File: src/rtl/serial_add_ctrl.sv
// serial_add_ctrl: bit-serial adder controller.
// One 1-bit full_adder is stepped over WIDTH cycles, LSB first, to add two
// WIDTH-bit operands plus an initial carry. The result and final carry are
// registered and held until the next operation completes.
//
// Handshake: start is a request that is taken only on a clock edge where the
// controller is idle (busy=0 and done=0). The operands are captured on that
// same edge. busy stays high until the result lands. done is a one-cycle
// pulse that marks the cycle in which sum_out/c_out first show the new
// result. There is no back-pressure: the result is simply held.

// 1-bit full adder, purely combinational.
module full_adder (
  input  logic a,
  input  logic b,
  input  logic c_in,
  output logic sum,
  output logic c_out
);
  assign sum   = a ^ b ^ c_in;
  assign c_out = (a & b) | (c_in & (a ^ b));
endmodule

module serial_add_ctrl #(
  parameter int WIDTH = 8,
  parameter int CW    = 6
) (
  input  logic             clock,
  input  logic             reset_n,
  input  logic             start,
  input  logic [WIDTH-1:0] a_in,
  input  logic [WIDTH-1:0] b_in,
  input  logic             c_in_init,
  output logic             busy,
  output logic             done,
  output logic [WIDTH-1:0] sum_out,
  output logic             c_out,
  output logic [1:0]       dbg_state
);

  typedef enum logic [1:0] {
    ST_IDLE = 2'd0,
    ST_RUN  = 2'd1,
    ST_DONE = 2'd2
  } state_t;

  state_t           r_state;
  logic [WIDTH-1:0] r_a_sr;
  logic [WIDTH-1:0] r_b_sr;
  logic [WIDTH-1:0] r_s_sr;
  logic             r_carry;
  logic [CW-1:0]    r_count;
  logic             r_busy;
  logic             r_done;
  logic [WIDTH-1:0] r_sum_out;
  logic             r_c_out;

  logic             w_fa_sum;
  logic             w_fa_c;
  logic [WIDTH-1:0] w_s_next;
  logic             w_last_bit;

  // The single adder cell sees the current LSBs and the running carry.
  full_adder u_fa (
    .a     (r_a_sr[0]),
    .b     (r_b_sr[0]),
    .c_in  (r_carry),
    .sum   (w_fa_sum),
    .c_out (w_fa_c)
  );

  // New sum bit enters at the MSB and everything shifts right. Written as a
  // shift/or so that WIDTH=1 needs no special-cased slice.
  assign w_s_next   = (r_s_sr >> 1) | (WIDTH'(w_fa_sum) << (WIDTH - 1));
  assign w_last_bit = (r_count == CW'(WIDTH - 1));

  // Controller FSM with the datapath shift registers and registered outputs.
  always_ff @(posedge clock) begin
    if (!reset_n) begin
      r_state   <= ST_IDLE;
      r_a_sr    <= '0;
      r_b_sr    <= '0;
      r_s_sr    <= '0;
      r_carry   <= 1'b0;
      r_count   <= '0;
      r_busy    <= 1'b0;
      r_done    <= 1'b0;
      r_sum_out <= '0;
      r_c_out   <= 1'b0;
    end else begin
      r_done <= 1'b0;
      case (r_state)
        ST_IDLE: begin
          if (start) begin
            r_a_sr  <= a_in;
            r_b_sr  <= b_in;
            r_carry <= c_in_init;
            r_count <= '0;
            r_busy  <= 1'b1;
            r_state <= ST_RUN;
          end
        end
        ST_RUN: begin
          r_s_sr  <= w_s_next;
          r_carry <= w_fa_c;
          r_a_sr  <= r_a_sr >> 1;
          r_b_sr  <= r_b_sr >> 1;
          r_count <= r_count + CW'(1);
          if (w_last_bit) begin
            // Publish the full result in one step so the outputs never
            // show a partially shifted value.
            r_sum_out <= w_s_next;
            r_c_out   <= w_fa_c;
            r_busy    <= 1'b0;
            r_done    <= 1'b1;
            r_state   <= ST_DONE;
          end
        end
        ST_DONE: begin
          // start is deliberately ignored here; the next accept is in IDLE.
          r_state <= ST_IDLE;
        end
        default: begin
          r_state <= ST_IDLE;
        end
      endcase
    end
  end

  assign busy      = r_busy;
  assign done      = r_done;
  assign sum_out   = r_sum_out;
  assign c_out     = r_c_out;
  assign dbg_state = r_state;

endmodule

File: config.mk
export PLATFORM = sky130hd
export DESIGN_NAME = serial_add_ctrl
export DESIGN_NICKNAME = d
export VERILOG_FILES = /design/src/rtl/serial_add_ctrl.sv
export SDC_FILE = /design/constraint.sdc
export NUM_CORES = 1
export LEC_CHECK = 0
export CAP_MARGIN = 20
export CORE_MARGIN = 2
export CORE_UTILIZATION = 51
export DETAILED_ROUTE_END_ITERATION = 16
export GPL_TIMING_DRIVEN = 1
export PLACE_DENSITY = 0.81
export SYNTH_ARGS = -nofsm -noshare
export SYNTH_HDL_FRONTEND = slang
export SYNTH_HIERARCHICAL = 1
export SYNTH_SLANG_ARGS = --single-unit
export TNS_END_PERCENT = 1
File: constraint.sdc
create_clock -name clock -period 1.4 [get_ports clock]
set_input_delay 0.28 -clock clock [delete_from_list [all_inputs] [get_ports clock]]
set_output_delay 0.28 -clock clock [all_outputs]
set_load 0.02 [all_outputs]
==> metrics.md <==
| Metric | Value |
|---|---|
| Distinct cells, synth | `30` |
| TritonCTS clock tree | `built` |
| Ys Warns | `6` |
| Hold depth | `3` |
| Die X | `roughly 63 um` |
| Routed Antenna Nets | `0` |
| Final period util | `a little over nine tenths` |
| Number of CTS-inserted buffers | `5` |
| TNS Setup | `0 ps` |
| Syn Area/Cell | `8.28 sq um` |
| Crit start category | `register` |
| Ratio of cells with drive above 1 in the final layout | `16.9%` |
| Seq pwr share | `59.5%` |
| Pre-antenna DRT Iters | `4` |
| Nets | `282` |
| Synth Flop Type | `dfxtp_1` |
| Fmax | `729 MHz` |
| Worst hold slack | `458 ps` |
| Most frequent cells in the layout | `nand2_1, a21oi_1, dfxtp_1` |
| Hold Path End | `r_b_sr[1]` |
| Worst r2r path cells | `5` |
| RSZ-0062 raised after global routing | `yes` |
| Most common cell after layout, fill and taps aside | `nand2_1` |
| Global Route Usage Sum | `20.8%` |
| Post-synthesis net count | `234` |
| Clock power frac | `26.0%` |
| Pleak | `0.915 nW` |
| First-pass GRT wire length | `6.45 mm` |
| Vias | `1,643` |
| Synth area leaders | `dfxtp_1, a21oi_1, nand2_1` |
| P_int | `0.00163 W` |
| Core Region | `3310 sq um` |
| Cell Rows | `21` |
| Post-DP HPWL | `2.66 mm` |
| Worst r2r src | `dbg_state[1]` |
| DRC viols | `0` |
| Number of synthesized register bits | `43` |
| Worst slack, placed | `-222 ps` |
| Drt total wl | `3.99 mm` |
| WS Path Type | `register to register` |
| Worst-margin pin slew | `approximately 310 ps` |
| Post-synth top area cell | `dfxtp_1` |
| Sw frac | `25.8%` |
| Root Driver | `clkbuf_4` |
| HP Start | `b_in[1]` |
| H-Tree Depth | `2` |
| Result of the run | `finished clean` |
| Arrival time worst endpoint | `1650 ps` |
| Drt wl/cell | `13.0 um` |
| Die H | `around 63 um` |
| Pin count of the biggest net entering global routing | `19` |
| Tmin final | `1370 ps` |
| Vias in the first global route | `1,485` |
| Fin. max-slew vios | `0` |
| Logic pwr share | `14.5%` |
| Cts hold-fix bufs | `0` |
| PD cells | `942 nW/um^2` |
| Final Hold Viols | `0` |
| Area grow syn2layout | `33.1%` |
| Post-synth top area share | `49.0%` |
| R2r setup slk | `30 ps` |
| FF-to-FF End | `r_s_sr[4]` |
| IO Pins | `33` |
| Worst vdd ir | `0.642 mV` |
| Initial Utilization | `53.0%` |
| Critical Path RT | `1680 ps` |
| Clock sink total | `43` |
| Maximum clock path buffer count | `2` |
| Die footprint | `3930 sq um` |
| Antenna Diode Count | `0` |
| GRT overflow | `0` |
| Asr flop ratio synth | `0%` |
| RePlAce Congestion | `~0.87` |
| Switching power | `0.000568 W` |
| Slew margin rel. | `approximately four fifths` |
| Initial DRC Count | `75` |
| Crit Path Max Fanout | `10` |
| I/O Buffers | `32` |
| Post-Syn Area | `1760 sq um` |
| Worst setup EP type | `register` |
| Post-synth EDFFs | `0` |
| Insertion delay to the later sink of the worst-skew pair | `350 ps` |
| DR vias/cell | `approximately 5.4` |
| Initial antenna violation count | `0` |
| Reg clk slew, reported paths | `~120 ps` |
| Hold Crit Class | `input pin to register` |
| Max_cap viols | `0` |
| Final setup viols | `0` |
| Worst setup margin | `between 20 and 30 ps` |
| Register area share after synthesis | `49.0%` |
| Cell count after synthesis | `212` |
| Final setup skew | `7.41 ps` |
## metrics by stage
| stage | cells | total power (W) | instance area [sq um] | util (%) |
|---|---|---|---|---|
| after floorplan | 212 | 0.00149 | 1760 | - |
| after global placement | 294 | 0.00163 | 2220 | 66.9 |
| after detailed placement | 294 | 0.00164 | 2220 | 66.9 |
| after CTS | 302 | 0.00219 | 2260 | 68.3 |
| after global routing | 307 | 0.00231 | 2340 | 70.6 |
| final | 307 | 0.00220 | 2340 | 70.6 |
## worst max-delay path: stages, from the launching register on
cell      delay (ps)
dfxtp_2          410
nand2b_1         240
buf_4            200
buf_4            190
nand2_1           70
a21oi_1          180
## sequential cells by signal, summed over array words and instances, names as in the netlist
signal,count
r_s_sr,7
r_a_sr,8
r_b_sr,8
sum_out,8
dbg_state,2
r_count,6
done,1
r_carry,1
c_out,1
busy,1
## power by group through the flow
stage | combinational [W] | sequential [W] | clock [W]
finish | 0.000318 | 0.00131 | 0.000573
CTS | 0.000300 | 0.00131 | 0.000585
floorplan | 0.000159 | 0.00133 | 0
global route | 0.000354 | 0.00132 | 0.000644
detailed placement | 0.000300 | 0.00134 | 0
global placement | 0.000293 | 0.00133 | 0
## final cells by class
class | instances | area (sq um)
Inverter | 5 | 18.8
Sequential cell | 43 | 867
Clock inverter | 1 | 5.00
Fill cell | 297 | 975
Multi-Input combinational cell | 149 | 820
Tap cell | 46 | 57.6
Timing Repair Buffer | 56 | 523
Clock buffer | 7 | 45.0
## synthesized netlist by cell type, types with 3 or more instances
library cell  number
a22oi_1            3
inv_1              5
clkbuf_1           6
dfxtp_1           43
nor3_1             3
mux2i_1            9
nor2_1             4
nand2_1           50
a21oi_1           39
o21ai_0           17
buf_2              7
## worst max path at each step
stage / end / startpoint / slack, ps / depth (start not counted)
6_report: r_s_sr[4] / dbg_state[1] / 30 / 5
5_1_grt: sum_out[1] / r_count[4] / -30 / 4
4_1_cts: sum_out[5] / r_count[3] / 5 / 4
3_5_place_dp: r_count[4] / start / -220 / 4
3_3_place_gp: r_count[4] / start / -160 / 4
2_1_floorplan: c_out / dbg_state[0] / 70 / 5
## routing by layer
| layer | global-route usage, % | part of all wire [%] | up-vias |
|---|---|---|---|
| met3 | 6.13 | 4.5 | 5 |
| met5 | 0 | 0 | - |
| li1 | - | - | 829 |
| met1 | 24.3 | 44 | 766 |
| met2 | 36.8 | 51 | 43 |
| met4 | 5.83 | 0.90 | 0 |
## repair_timing
action,CTS,global route
gates cloned,0,1
setup buffers,0,4
endpoints found under the setup margin,15,28
gates resized for setup,19,12
pin swaps,0,2
## cell families after synthesis
logic type | synth area share [%]
buf+inv | 5.20
fa+ha+maj | 1.85
flops | 49.0
simple gates | 18.3
mux | 5.13
compound gates | 20.5
Power figures use the tool's default switching activity.
